==> config.mk <==
export PLATFORM = sky130hd
export DESIGN_NAME = iob_fifo_sync_ram_ctrl
export DESIGN_NICKNAME = d
export VERILOG_FILES = /design/src/rtl/iob_fifo_sync_ram_ctrl.sv
export SDC_FILE = /design/constraint.sdc
export NUM_CORES = 1
export LEC_CHECK = 0
export BUFFER_PORTS_ARGS = -buffer_cell sky130_fd_sc_hd__buf_4
export CORE_UTILIZATION = 28
export DETAILED_ROUTE_END_ITERATION = 8
export HOLD_SLACK_MARGIN = 0.15
export PLACE_DENSITY = 0.57
export SLEW_MARGIN = 5
export SYNTH_ARGS = -nofsm -noshare
export SYNTH_HDL_FRONTEND = slang
export SYNTH_SLANG_ARGS = --single-unit
==> constraint.sdc <==
create_clock -name clk -period 8.3 [get_ports clk]
set_clock_uncertainty 0.15 [all_clocks]
set_input_delay 1.66 -clock clk [delete_from_list [all_inputs] [get_ports clk]]
set_output_delay 1.66 -clock clk [all_outputs]
set_load 0.02 [all_outputs]
==> src/rtl/iob_fifo_sync_ram_ctrl.sv <==
// iob_fifo_sync_ram_ctrl
//   Synchronous FIFO controller for an external 2-port RAM with a registered
//   read port. This block holds the pointers, occupancy, flags and error
//   pulses. The RAM holds the data.
//
// Ports
//   clk, arst, rst         clock, async active-high reset, sync active-high clear
//   w_en, w_data, w_full   push side
//   r_en, r_data, r_valid  pop side (r_data valid the cycle after an accepted pop)
//   r_empty, level         occupancy status, level in 0..2**ADDR_W
//   almost_full/empty      threshold flags
//   w_overflow/r_underflow one-cycle pulses for rejected push/pop
//   ext_mem_*              RAM write/read port

module iob_fifo_sync_ram_ctrl #(
    parameter int DATA_W        = 16,
    parameter int ADDR_W        = 13,
    parameter int ALM_FULL_LVL  = 2**ADDR_W - 1,
    parameter int ALM_EMPTY_LVL = 1
) (
    input  logic              clk,
    input  logic              arst,
    input  logic              rst,
    input  logic              w_en,
    input  logic [DATA_W-1:0] w_data,
    output logic              w_full,
    input  logic              r_en,
    output logic [DATA_W-1:0] r_data,
    output logic              r_valid,
    output logic              r_empty,
    output logic [ADDR_W:0]   level,
    output logic              almost_full,
    output logic              almost_empty,
    output logic              w_overflow,
    output logic              r_underflow,
    output logic              ext_mem_w_en,
    output logic [ADDR_W-1:0] ext_mem_w_addr,
    output logic [DATA_W-1:0] ext_mem_w_data,
    output logic              ext_mem_r_en,
    output logic [ADDR_W-1:0] ext_mem_r_addr,
    input  logic [DATA_W-1:0] ext_mem_r_data
);

    localparam logic [ADDR_W:0] LEVEL_FULL     = {1'b1, {ADDR_W{1'b0}}};
    localparam logic [ADDR_W:0] LEVEL_ALM_FULL  = ALM_FULL_LVL[ADDR_W:0];
    localparam logic [ADDR_W:0] LEVEL_ALM_EMPTY = ALM_EMPTY_LVL[ADDR_W:0];

    // One extra pointer bit distinguishes full from empty when addresses match.
    logic [ADDR_W:0] wptr;
    logic [ADDR_W:0] rptr;
    logic            w_acc;
    logic            r_acc;

    assign level        = wptr - rptr;
    assign w_full       = (level == LEVEL_FULL);
    assign r_empty      = (level == '0);
    assign almost_full  = (level >= LEVEL_ALM_FULL);
    assign almost_empty = (level <= LEVEL_ALM_EMPTY);

    // Flags are from the current cycle only, so a same-cycle pop never makes
    // room for a push and a same-cycle push never feeds a pop. The sync clear
    // also blocks RAM accesses in its cycle.
    assign w_acc = w_en & ~w_full & ~rst;
    assign r_acc = r_en & ~r_empty & ~rst;

    assign ext_mem_w_en   = w_acc;
    assign ext_mem_w_addr = wptr[ADDR_W-1:0];
    assign ext_mem_w_data = w_data;
    assign ext_mem_r_en   = r_acc;
    assign ext_mem_r_addr = rptr[ADDR_W-1:0];

    // The RAM registers its read data, so this lines up with r_valid.
    assign r_data = ext_mem_r_data;

    always_ff @(posedge clk or posedge arst) begin
        if (arst) begin
            wptr        <= '0;
            rptr        <= '0;
            r_valid     <= 1'b0;
            w_overflow  <= 1'b0;
            r_underflow <= 1'b0;
        end else if (rst) begin
            wptr        <= '0;
            rptr        <= '0;
            r_valid     <= 1'b0;
            w_overflow  <= 1'b0;
            r_underflow <= 1'b0;
        end else begin
            wptr        <= wptr + (ADDR_W+1)'(w_acc);
            rptr        <= rptr + (ADDR_W+1)'(r_acc);
            r_valid     <= r_acc;
            w_overflow  <= w_en & w_full;
            r_underflow <= r_en & r_empty;
        end
    end

endmodule
After elaboration in Yosys (flattened, before gate mapping):

Index checks and enable logic that the tools add are counted.

* output and inout port bits: 81
* flip-flop bits (word level): 31
* logic and storage cells: 26
* input bits: 37

* multiplexer cells: 5
* reductions and logical operators: 1
* eq/ne operators: 1
* bitwise operators: 9
* add/subtract/negate cells: 3
* magnitude comparators: 2

Operators by type and width (count)
* 14-bit by 1-bit adder with 14-bit output: 2
* 14-bit two-way mux: 2
* 14-bit == test, second input constant: 1
* 14-bit by 13-bit >= comparator with 1-bit output, second input constant: 1
* 14-bit by 1-bit less-or-equal comparator with 1-bit output, second input constant: 1
* 14-bit logical NOT: 1
* 14-bit subtractor: 1
* 1-bit AND: 6
* 1-bit two-way mux: 3
* 1-bit NOT: 3

Logic depth before layout (Yosys ltp):

* depth in word-level cells: 7
* depth in mapped cells: 16
* depth with buffers taken out: 16

Worst setup path after synthesis:

OpenSTA, ideal clock, no wires.

* kind: reg2out
* start: reg wptr[1]
* end: out ext_mem_w_en
* setup slack: 3.402 ns
* required time: 6.490 ns
* cell stages (with the launch flop): 10
* path buffers: 0
* arrival: 3.088 ns
* cell sequence: dfrtp_1 inv_1 fa_1 nor2b_1 o2111ai_1 a31o_2 o21ai_0 xor2_1 nor4_2 a311oi_1

* cells in the longest elaborated chain, start to end: 5

RTL lines
* start: declaration: line 49 `logic [ADDR_W:0] wptr;`
* start signal: assignment: line 89 `wptr <= wptr + (ADDR_W+1)'(w_acc);`
* 14-bit subtractor: line 54 `assign level = wptr - rptr;`
* named net level[12]: line 31 `output logic [ADDR_W:0] level,`
* 14-bit == test: line 55 `assign w_full = (level == LEVEL_FULL);`
* 1-bit NOT: line 63 `assign w_acc = w_en & ~w_full & ~rst;`
* 1-bit AND (2 in series): line 63
* end: declaration: line 36 `output logic ext_mem_w_en,`

The timed path passes the listed nets, and every way through them passes these cells.

Final worst setup path:

* start: reg rptr[4]
* end: out ext_mem_r_en

* cells in the longest elaborated chain, start to end: 5

RTL lines
* start: declaration: line 50 `logic [ADDR_W:0] rptr;`
* start signal: assignment: line 90 `rptr <= rptr + (ADDR_W+1)'(r_acc);`
* 14-bit subtractor: line 54
* 14-bit logical NOT: line 56 `assign r_empty = (level == '0);`
* 1-bit NOT: line 64 `assign r_acc = r_en & ~r_empty & ~rst;`
* 1-bit AND (2 in series): line 64
* end: declaration: line 39 `output logic ext_mem_r_en,`

Every way passes these cells.

==> reports/metrics.yaml <==
floorplanning:
  dieHeight_um: 100
  initial_utilization: 0.291
  ioPinCount: 118
  num_rows: 35
  die_area_um2: 10000
  die_w_um: 100
  core_um2: 9280
worst_setup_path:
  end_kind: "output pin"
  required_ns: 6.49
  path_max_fanout: 6
  worst-setup-path-type: "flip-flop to output pin"
  cp_data_arrival_time_ns: 3.47
  start_kind: "flip-flop"
final_layout:
  drive_gt1_frac: 0.220
  finalNetCount: 368
  fin_util: 0.314
  area_delta_synth_final_pct: 8.01
  n_antenna_cell: 0
  fillers: 1029
global_route:
  overflow: 0
  grt_max_degree: 33
  grt_pass1_vias: 2008
  grt_pass1_wl_mm: 10.3
  grt_use_total: 0.131
  grt_antenna_before_repair: 0
yosys:
  synth.top_cells.by_area: "dfrtp_1, buf_4, ha_1"
  synth.top_cell.area_share: 0.287
  syn-cell-area_um2: 2700
  ys.flop_type: "dfrtp_1"
  syn_nets: 370
  ys_seq_elements: 31
  netlist_instances: 314
  synth-edff-count: 0
  syn_avg_cell_area_um2: 8.60
  synth-seq-area-share: 0.287
  synthArstFlopShare: 1.00
  synth.distinct_cells: 49
  yosys_warnings: 0
  yosysTopAreaCell: "dfrtp_1"
routing:
  wl_per_cell_um: 14.1
  drt_iter0_markers: 90
  ant_nets: 0
  routed-via-count: 2061
  drc: 0
  vias_per_cell: 4.66
  drt-total-wl_mm: 6.24
  first_pass_iters: 4
status:
  status: "completed"
clock_tree:
  clk_path_buf_depth: 2
  cts_made_buffers: 5
  hold_buffers: 0
  cts_setup_buffers: 0
  worstSkewPairLatency_ns: 0.28
  post_cts_resized: 0
  clock-sinks: 31
  htreeDepth: 2
  cts_root_buf: "clkbuf_8"
  cts_tree: "built"
  clk_pin_slew_ns: 0.07
timing:
  maxSlewHeadroom: 0.578
  tightest_slew_ns: 0.629
  min_period_ns: 5.28
  setup_viol: 0
  fin_setup_tns_ns: 0
  finalMaxSlewViolations: 0
  layout_setup_ws_ns: 3.02
  rsz0062_at_grt: "false"
  finalCritPeriodShare: 0.636
  finalHoldViolCount: 0
  fmax_mhz: 189
pwr:
  leakagePower_nw: 1.37
  finalPower_mw: 0.420
  p_per_area_nw_per_um2: 144
  ir_worst_vdd_mv: 0.0485
job:
  max-cap-violations: 0
place:
  post-place-ws_ns: 3.31
  io_buffer_count: 53
  dp_hpwl_mm: 4.88
  place_congestion: 0.799
worst_hold_path:
  hp-class: "flip-flop to flip-flop"
-- synthesized netlist by cell type, drive strengths merged, types with 5 or more instances --
library cell / instances
ha: 18
a21oi: 5
nor3: 5
inv: 24
and3: 7
o21ai: 13
clkbuf: 5
xor2: 13
dfrtp: 31
a211oi: 5
nor2b: 5
nor2: 28
xnor2: 18
buf: 58
and2: 5
nand2: 9
nand3: 19
-- power breakdown --
part | internal (mW) | switching, mW
registers | 0.153 | 0.00225
logic | 0.0525 | 0.0764
clock network | 0.0754 | 0.0603
-- logic make-up after synthesis --
group	share of synthesized area
AO/OA/AOI/OAI	0.122
buffers and inverters	0.201
XOR/XNOR	0.101
adder cells (fa/ha/maj)	0.0908
AND/OR/NAND/NOR	0.198
flip-flops	0.287
-- layout by cell type, fill, tap and decap left out, types with 2 or more instances in the layout --
| cell type | count |
|---|---|
| o21ai_0 | 13 |
| inv_1 | 24 |
| nor2_1 | 28 |
| a21oi_1 | 5 |
| o21a_1 | 3 |
| nand3_1 | 19 |
| o31ai_1 | 3 |
| or4_1 | 2 |
| ha_1 | 18 |
| clkbuf_8 | 7 |
| and3_1 | 7 |
| and2_1 | 4 |
| a21o_1 | 3 |
| or3_1 | 2 |
| nand2_1 | 9 |
| xor2_1 | 13 |
| dfrtp_1 | 31 |
| nand2b_1 | 3 |
| xnor2_1 | 18 |
| nor2b_1 | 5 |
| nor4_1 | 3 |
| nand4_1 | 4 |
| buf_4 | 54 |
| a211oi_1 | 5 |
| nor3_1 | 5 |
-- flip-flops by register name, indices dropped and copies added (netlist names) --
register and flops:
rptr 14, r_underflow 1, wptr 14, w_overflow 1, r_valid 1
-- path summary, 6_finish.rpt --
| kind | slack [ns] | endpoint | depth (start not counted) | startpoint |
|---|---|---|---|---|
| worst min register to register | 0.42 | wptr[13] | 2 | wptr[13] |
| max in group asynchronous | 6.40 | rptr[0] | 3 | arst |
| min in group asynchronous | 1.31 | rptr[12] | 3 | arst |
| worst max-delay path | 3.02 | ext_mem_r_en | 10 | rptr[4] |
| worst min-delay path | 0.42 | wptr[13] | 2 | wptr[13] |
| worst max register to register | 3.93 | rptr[11] | 15 | rptr[4] |
-- cell type report --
| cell class | instances | area [um2] | area share |
|---|---|---|---|
| repair buffers | 54 | 405 | 0.139 |
| clock inverters | 1 | 7.51 | 0.00257 |
| well taps | 129 | 161 | 0.0553 |
| flip-flops and latches | 31 | 776 | 0.266 |
| clock buffers | 7 | 96.3 | 0.0330 |
| inverters | 24 | 90.1 | 0.0309 |
| multi-input cells | 196 | 1380 | 0.473 |
-- critical path, cell delays in order, from the launching register on --
cell and delay [ns]:
dfrtp_1 0.41, inv_1 0.13, ha_1 0.29, and2_4 0.19
a2111o_1 0.43, o21ai_0 0.40, a31oi_1 0.18, o311ai_2 0.48
and2b_1 0.28, a21oi_1 0.21, buf_4 0.18
-- per-stage QoR --
stage	cell area (um2)	hold slack [ns]	std cells
after floorplan	2700	0.373	314
after global placement	2810	0.403	434
after detailed placement	2810	0.406	434
after CTS	2920	0.423	442
after global routing	2920	0.445	442
final	2920	0.416	442
-- layer usage --
metal	up-vias	GRT usage	share of wire
li1	1012	-	-
met4	0	0.0312	0.0088
met2	56	0.218	0.48
met5	-	0	0
met3	10	0.0313	0.054
met1	983	0.171	0.46
Note: power is estimated with default switching activity, not from simulation.
